===== config.mk =====
export PLATFORM = sky130hd
export DESIGN_NAME = alu_seq
export DESIGN_NICKNAME = d
export VERILOG_FILES = /design/src/rtl/alu_seq_pkg.sv /design/src/rtl/alu_seq_iter.sv /design/src/rtl/alu_seq.sv
export SDC_FILE = /design/constraint.sdc
export NUM_CORES = 1
export LEC_CHECK = 0
export CORE_AREA = 2 2 101 103
export DETAILED_ROUTE_END_ITERATION = 8
export DIE_AREA = 0 0 103 105
export GPL_TIMING_DRIVEN = 0
export HOLD_SLACK_MARGIN = 0.15
export PLACE_DENSITY = 0.87
export SLEW_MARGIN = 25
export SYNTH_ARGS = -nofsm -noshare
export SYNTH_HDL_FRONTEND = slang
export SYNTH_SLANG_ARGS = --single-unit

===== constraint.sdc =====
create_clock -name clk -period 7.2 [get_ports clk]
set_clock_uncertainty 0.15 [all_clocks]
set_input_delay 0.72 -clock clk [delete_from_list [all_inputs] [get_ports clk]]
set_output_delay 0.72 -clock clk [all_outputs]
set_load 0.02 [all_outputs]

===== src/rtl/alu_seq_pkg.sv =====
// Shared opcodes, flag bit positions and FSM state encoding for alu_seq.
// ALU_SEQ_MUL_EN enables the MUL state.
package alu_seq_pkg;

  localparam logic [3:0] OP_ADD  = 4'h0;
  localparam logic [3:0] OP_ADC  = 4'h1;
  localparam logic [3:0] OP_SUB  = 4'h2;
  localparam logic [3:0] OP_SBB  = 4'h3;
  localparam logic [3:0] OP_AND  = 4'h4;
  localparam logic [3:0] OP_OR   = 4'h5;
  localparam logic [3:0] OP_XOR  = 4'h6;
  localparam logic [3:0] OP_NOT  = 4'h7;
  localparam logic [3:0] OP_MOV1 = 4'h8;
  localparam logic [3:0] OP_MOV2 = 4'h9;
  localparam logic [3:0] OP_SHL  = 4'hA;
  localparam logic [3:0] OP_SHR  = 4'hB;
  localparam logic [3:0] OP_SAR  = 4'hC;
  localparam logic [3:0] OP_ROL  = 4'hD;
  localparam logic [3:0] OP_ROR  = 4'hE;
  localparam logic [3:0] OP_MUL  = 4'hF;

  localparam int unsigned FLG_Z  = 4;
  localparam int unsigned FLG_CY = 3;
  localparam int unsigned FLG_S  = 2;
  localparam int unsigned FLG_P  = 1;
  localparam int unsigned FLG_OV = 0;

`ifdef ALU_SEQ_MUL_EN
  typedef enum logic [1:0] {StIdle, StShift, StMul} state_e;
`else
  typedef enum logic [1:0] {StIdle, StShift} state_e;
`endif

endpackage


===== src/rtl/alu_seq_iter.sv =====
// Iterative engine: one bit of shift/rotate or one multiplier bit per cycle.
// Multiply datapath present only with ALU_SEQ_MUL_EN.
module alu_seq_iter
  import alu_seq_pkg::*;
#(
  parameter int unsigned WIDTH = 16,
  parameter int unsigned CNTW  = $clog2(WIDTH)
) (
  input  logic             clk,
  input  logic             rst,
  input  logic             start,
  input  logic [3:0]       op,
  input  logic [WIDTH-1:0] a,
  input  logic [WIDTH-1:0] b,
  input  logic [CNTW-1:0]  amount,
  output logic             done,
  output logic [WIDTH-1:0] result,
  output logic             carry
);

  logic [3:0]       op_q;
  logic [WIDTH-1:0] work_q;
  logic [CNTW:0]    cnt_q;
  logic [CNTW:0]    cnt_load;
  logic [WIDTH-1:0] step;
  logic             step_out;

  // For MUL op_q falls to the default arm, so work_q keeps the multiplicand.
  always_comb begin
    step     = work_q;
    step_out = 1'b0;
    case (op_q)
      OP_SHL: begin step = {work_q[WIDTH-2:0], 1'b0};         step_out = work_q[WIDTH-1]; end
      OP_SHR: begin step = {1'b0, work_q[WIDTH-1:1]};         step_out = work_q[0];       end
      OP_SAR: begin step = {work_q[WIDTH-1], work_q[WIDTH-1:1]}; step_out = work_q[0];    end
      OP_ROL: begin step = {work_q[WIDTH-2:0], work_q[WIDTH-1]}; step_out = work_q[WIDTH-1]; end
      OP_ROR: begin step = {work_q[0], work_q[WIDTH-1:1]};    step_out = work_q[0];       end
      default: ;
    endcase
  end

`ifdef ALU_SEQ_MUL_EN
  localparam logic [CNTW:0] CntMul = (CNTW+1)'(WIDTH);

  logic [2*WIDTH-1:0] prod_q;
  logic [2*WIDTH-1:0] prod_d;
  logic [WIDTH:0]     acc;
  logic               is_mul;

  assign is_mul   = (op_q == OP_MUL);
  assign cnt_load = (op == OP_MUL) ? CntMul : {1'b0, amount};

  // Shift-add: high half accumulates, product shifts right one bit per cycle.
  always_comb begin
    acc    = {1'b0, prod_q[2*WIDTH-1:WIDTH]} + (prod_q[0] ? {1'b0, work_q} : '0);
    prod_d = {acc, prod_q[WIDTH-1:1]};
  end

  always_ff @(posedge clk) begin
    if (rst) begin
      prod_q <= '0;
    end else if (start) begin
      prod_q <= {{WIDTH{1'b0}}, b};
    end else if (cnt_q != '0) begin
      prod_q <= prod_d;
    end
  end

  assign result = is_mul ? prod_d[WIDTH-1:0] : step;
  assign carry  = is_mul ? |prod_d[2*WIDTH-1:WIDTH] : step_out;
`else
  logic unused_b;
  assign unused_b = ^b;
  assign cnt_load = {1'b0, amount};
  assign result   = step;
  assign carry    = step_out;
`endif

  assign done = (cnt_q == (CNTW+1)'(1));

  always_ff @(posedge clk) begin
    if (rst) begin
      op_q   <= '0;
      work_q <= '0;
      cnt_q  <= '0;
    end else if (start) begin
      op_q   <= op;
      work_q <= a;
      cnt_q  <= cnt_load;
    end else if (cnt_q != '0) begin
      cnt_q  <= cnt_q - 1'b1;
      work_q <= step;
    end
  end

endmodule


===== src/rtl/alu_seq.sv =====
// Sequential ALU with valid/ready handshakes, flag register and iterative ops.
// Define ALU_SEQ_MUL_EN to enable opcode F as an unsigned multiply.
module alu_seq
  import alu_seq_pkg::*;
#(
  parameter int unsigned WIDTH = 16,
  parameter int unsigned CNTW  = $clog2(WIDTH)
) (
  input  logic             clk,
  input  logic             rst,
  input  logic             in_valid,
  output logic             in_ready,
  input  logic [3:0]       opcode,
  input  logic [WIDTH-1:0] arg1,
  input  logic [WIDTH-1:0] arg2,
  output logic             out_valid,
  input  logic             out_ready,
  output logic [WIDTH-1:0] res,
  output logic [4:0]       flg
);

  state_e           state_q;
  logic [WIDTH-1:0] res_q;
  logic [4:0]       flg_q;
  logic             out_valid_q;

  logic             accept;
  logic             is_shift;
  logic             iter_start;
  logic             iter_done;
  logic [WIDTH-1:0] iter_result;
  logic             iter_carry;
  logic [WIDTH-1:0] alu_res;
  logic             alu_cy;
  logic             alu_ov;
  logic [WIDTH:0]   sum;
  logic             cin;

  function automatic logic [4:0] mk_flg(logic [WIDTH-1:0] r, logic cy, logic ov);
    logic [4:0] f;
    f         = '0;
    f[FLG_Z]  = ~|r;
    f[FLG_CY] = cy;
    f[FLG_S]  = r[WIDTH-1];
    f[FLG_P]  = ^r;
    f[FLG_OV] = ov;
    return f;
  endfunction

  assign in_ready = (state_q == StIdle) && (!out_valid_q || out_ready) && !rst;
  assign accept   = in_valid && in_ready;
  assign is_shift = (opcode inside {[OP_SHL:OP_ROR]});
  assign cin      = flg_q[FLG_CY];

  always_comb begin
    iter_start = accept && is_shift && (arg2[CNTW-1:0] != '0);
`ifdef ALU_SEQ_MUL_EN
    if (accept && (opcode == OP_MUL)) iter_start = 1'b1;
`endif
  end

  // Single-cycle ops; zero-amount shifts and (without MUL) opcode F pass arg1.
  always_comb begin
    alu_res = arg1;
    alu_cy  = 1'b0;
    alu_ov  = 1'b0;
    sum     = '0;
    case (opcode)
      OP_ADD, OP_ADC: begin
        sum     = {1'b0, arg1} + {1'b0, arg2} + (WIDTH+1)'((opcode == OP_ADC) && cin);
        alu_res = sum[WIDTH-1:0];
        alu_cy  = sum[WIDTH];
        alu_ov  = (arg1[WIDTH-1] == arg2[WIDTH-1]) && (alu_res[WIDTH-1] != arg1[WIDTH-1]);
      end
      OP_SUB, OP_SBB: begin
        sum     = {1'b0, arg1} - {1'b0, arg2} - (WIDTH+1)'((opcode == OP_SBB) && cin);
        alu_res = sum[WIDTH-1:0];
        alu_cy  = sum[WIDTH];
        alu_ov  = (arg1[WIDTH-1] != arg2[WIDTH-1]) && (alu_res[WIDTH-1] != arg1[WIDTH-1]);
      end
      OP_AND:  alu_res = arg1 & arg2;
      OP_OR:   alu_res = arg1 | arg2;
      OP_XOR:  alu_res = arg1 ^ arg2;
      OP_NOT:  alu_res = ~arg1;
      OP_MOV2: alu_res = arg2;
      default: ;
    endcase
  end

  alu_seq_iter #(
    .WIDTH (WIDTH),
    .CNTW  (CNTW)
  ) u_iter (
    .clk    (clk),
    .rst    (rst),
    .start  (iter_start),
    .op     (opcode),
    .a      (arg1),
    .b      (arg2),
    .amount (arg2[CNTW-1:0]),
    .done   (iter_done),
    .result (iter_result),
    .carry  (iter_carry)
  );

  always_ff @(posedge clk) begin
    if (rst) begin
      state_q     <= StIdle;
      res_q       <= '0;
      flg_q       <= '0;
      out_valid_q <= 1'b0;
    end else begin
      if (out_valid_q && out_ready) out_valid_q <= 1'b0;
      case (state_q)
        StIdle: begin
          if (iter_start) begin
`ifdef ALU_SEQ_MUL_EN
            state_q <= (opcode == OP_MUL) ? StMul : StShift;
`else
            state_q <= StShift;
`endif
          end else if (accept) begin
            res_q       <= alu_res;
            flg_q       <= mk_flg(alu_res, alu_cy, alu_ov);
            out_valid_q <= 1'b1;
          end
        end
        StShift: begin
          if (iter_done) begin
            res_q       <= iter_result;
            flg_q       <= mk_flg(iter_result, iter_carry, 1'b0);
            out_valid_q <= 1'b1;
            state_q     <= StIdle;
          end
        end
`ifdef ALU_SEQ_MUL_EN
        StMul: begin
          if (iter_done) begin
            res_q       <= iter_result;
            flg_q       <= mk_flg(iter_result, iter_carry, iter_carry);
            out_valid_q <= 1'b1;
            state_q     <= StIdle;
          end
        end
`endif
        default: state_q <= StIdle;
      endcase
    end
  end

  assign res       = res_q;
  assign flg       = flg_q;
  assign out_valid = out_valid_q;

endmodule

==> results of run 1 <==
==> registers in the layout (all words and copies together), names as in the netlist <==
signal,cells
u_iter.op_q,4
res,15
flg,5
u_iter.work_q,16
out_valid,1
u_iter.cnt_q,5
state_q,1
==> critical path, stage by stage <==
cell and delay, ns:
clkdlybuf4s50_1 0.58, clkbuf_1 0.34, nor3b_1 0.35, buf_2 0.37
nand3_1 0.15, fa_1 0.53, inv_1 0.05, ha_1 0.16
o21ai_0 0.47, a32o_1 0.36, nor4_1 0.09, nor3_1 0.25
o31ai_1 0.17, o32ai_1 0.54, ha_1 0.34, xor2_1 0.18
xnor2_1 0.21, xnor2_1 0.12, o211ai_1 0.21, a21oi_1 0.10
==> cell type report <==
type / instances / share of cell area, %
plain buffers: 56 / 3.355
clock inverters: 3 / 0.6604
clock buffers: 5 / 0.9816
repair buffers: 61 / 8.710
well taps: 133 / 2.374
inverters: 58 / 3.105
multi-input cells: 671 / 67.39
flip-flops and latches: 47 / 13.42
==> power groups by stage <==
| stage | Clock, W | Sequential, W | Combinational [W] |
|---|---|---|---|
| 5_1_grt | 0.000223 | 0.000394 | 0.00114 |
| 2_1_floorplan | 0 | 0.000389 | 0.000741 |
| 3_5_place_dp | 0 | 0.000388 | 0.00101 |
| 3_3_place_gp | 0 | 0.000386 | 0.000978 |
| 6_report | 0.000213 | 0.000385 | 0.00105 |
| 4_1_cts | 0.000210 | 0.000382 | 0.00102 |
==> path summary, 6_finish.rpt <==
kind	from	to	cells past startpoint
worst min register to register	flg[1]$_SDFFE_PP0P_	flg[1]$_SDFFE_PP0P_	2
worst min-delay path	flg[1]$_SDFFE_PP0P_	flg[1]$_SDFFE_PP0P_	2
worst max register to register	flg[3]$_SDFFE_PP0P_	flg[1]$_SDFFE_PP0P_	16
worst max-delay path	opcode[3]	flg[1]$_SDFFE_PP0P_	20
==> through the flow <==
stage	worst slack [ns]	std cells
final	0.9567	1034
after global routing	0.7420	1034
after CTS	1.108	1034
after detailed placement	0.8045	1026
after global placement	0.9029	1026
after floorplan	2.410	832
==> cells in the mapped netlist, types with 16 or more instances <==
cell and n:
inv_1 57, a21oi_1 85, o21ai_0 45, ha_1 80, clkbuf_1 37, nand2_1 51, dfxtp_1 47, mux2i_1 18
a211oi_1 25, nor2_1 102, buf_2 16, xnor2_1 20
==> cells in the final DEF (no fill, tap or decap), types with 10 or more instances in the layout <==
cell / instances
inv_1: 57
nand2b_1: 10
xnor2_1: 20
xor2_1: 10
mux2i_1: 18
dfxtp_1: 47
a211oi_1: 25
a21oi_1: 85
nor3_1: 14
nand3_1: 13
o22ai_1: 10
clkbuf_1: 37
nor2_1: 102
ha_1: 80
a222oi_1: 14
nand2_1: 51
clkdlybuf4s50_1: 61
a22oi_1: 11
buf_2: 16
o21ai_0: 45
==> kinds of logic after synthesis <==
kind of cell             count (synthesis)
XOR/XNOR                                30
AO/OA/AOI/OAI                          280
flip-flops                              47
AND/OR/NAND/NOR                        250
multiplexers                            27
buffers and inverters                  114
adder cells (fa/ha/maj)                 84
==> routing by layer <==
metal  vias up  part of all wire, %  track usage [%]
met2       468                   43            59.88
met3        87                   11            6.622
met5         -                    0                0
met4         0                  5.3            17.76
li1       3194                    -                -
met1      3239                   40            55.60
==> flow_metrics.env, run 1 <==
export IMPL_postCtsSetupBuffers=0
export IMPL_synthAdderAreaFrac_pct=17.67
export IMPL_die_h_um=105
export IMPL_holdWs_ns=0.3133
export IMPL_intPower_w=0.0008725
export IMPL_synth_top_cells_by_area="ha_1, dfxtp_1, a21oi_1, nor2_1, o21ai_0"
export IMPL_final_fill_count=816
export IMPL_clock_sinks=47
export IMPL_track_usage_pct=39.96
export IMPL_synth_compound_area_share_pct=31.00
export IMPL_synth_edf_count=0
export IMPL_ys_ff_latch=47
export IMPL_critPathLaunchType="primary input"
export IMPL_synthSimpleGateAreaFrac_pct=19.65
export IMPL_synth_mux_area_share_pct=4.601
export IMPL_ys_types=80
export IMPL_gp_congestion=1.055
export IMPL_synth_top_family_by_area="compound AO/OA/AOI/OAI gates"
export IMPL_cp_end_kind="flop"
export IMPL_clkPwrFrac_pct=12.9
export IMPL_path_max_fanout=10
export IMPL_synth_main_ff_cell="dfxtp_1"
export IMPL_num_rows=36
export IMPL_drtIter0Drc=878
export IMPL_maxCapViolCount=0
export IMPL_die_area_um2=10820
export IMPL_cts_reportedPaths_clkPinSlew_ns=0.09
export IMPL_diodes=0
export IMPL_register_area_um2=940.9
export IMPL_sequentialPowerShare_pct=23.4
export IMPL_timing_final_crit_share_pct=86.71
export IMPL_dpl_cell_area_um2=6895
export IMPL_syn_nets=956
export IMPL_switching_share_pct=47.02
export IMPL_status="finished clean"
export IMPL_cts_resized_gates=0
export IMPL_cts_buffers=5
export IMPL_drt_total_wl_um=21780
export IMPL_rsz0062_at_grt="no"
export IMPL_coreArea_um2=9639
export IMPL_critPathKind="in -> reg"
export IMPL_avgSynthCellArea_um2=7.354
export IMPL_drc=0
export IMPL_fmax_ghz=0.1602
export IMPL_antenna_found_initial=0
export IMPL_ctsHoldBuffers=0
export IMPL_tightest_slew_ns=0.9072
export IMPL_cts_max_level=2
export IMPL_p_per_area_nw_per_um2=234.9
export IMPL_power_switching_w=0.0007744
export IMPL_synth_area_um2=6118
export IMPL_critical_path_required_ns=7.24
export IMPL_cts_tree="done"
export IMPL_grt_overflow_total=0
export IMPL_grt_first_pass_wirelength_um=33840
export IMPL_slew_violations=0
export IMPL_dieWidth_um=103
export IMPL_first_pass_iters=8
export IMPL_cts_path_max_buffers=2
export IMPL_io_pins=63
export IMPL_p_leak_nw=2.789
export IMPL_syn_instance_count=832
export IMPL_dp_hpwl_um=16920
export IMPL_post_route_util_pct=72.73
export IMPL_synth_top_cell_by_area="ha_1"
export IMPL_worstHoldPathType="reg -> reg"
export IMPL_multi_input_comb_area_um2=4725
export IMPL_ir_drop_mv=0.1808
export IMPL_setup_viol=0
export IMPL_yosysTopAreaCellShare_pct=16.36
export IMPL_grt_pass1_vias=6401
export IMPL_final_area_um2=7010
export IMPL_finalSetupTns_ns=0
export IMPL_antenna_left=0
export IMPL_p_total_w=0.001647
export IMPL_seq_area_frac_synth_pct=15.38
export IMPL_start_util_pct=63.47
export IMPL_r2r_slack_ns=2.56
export IMPL_cts_root_buf="clkbuf_8"
export IMPL_avgRoutedWirePerCell_um=21.07
export IMPL_synth_xor_area_share_pct=4.294
export IMPL_viasPerCell=6.758
export IMPL_ys_warn_count=0
export IMPL_clock_latency_ns=0.32
export IMPL_area_delta_synth_final_pct=14.58
export IMPL_layout_nets=1024
export IMPL_async_flop_share_pct=0
export IMPL_worstPathArrival_ns=6.28
export IMPL_hold_viol=0
export IMPL_period_needed_ns=6.243
export IMPL_grt_max_degree=17
export IMPL_portBuffers=61
export IMPL_slew_headroom_pct=39.11
export IMPL_power_frac_comb_pct=63.7
export IMPL_drive_above_1_share_pct=6.548
export IMPL_vias=6988
Power figures use the tool's default switching activity.
==> inputs of run 2 (changes only) <==
HOLD_SLACK_MARGIN = 0.08   (was 0.15)
==> results of run 2 <==
Same layout as run 1: the final DEF is identical, and so are final timing and power.
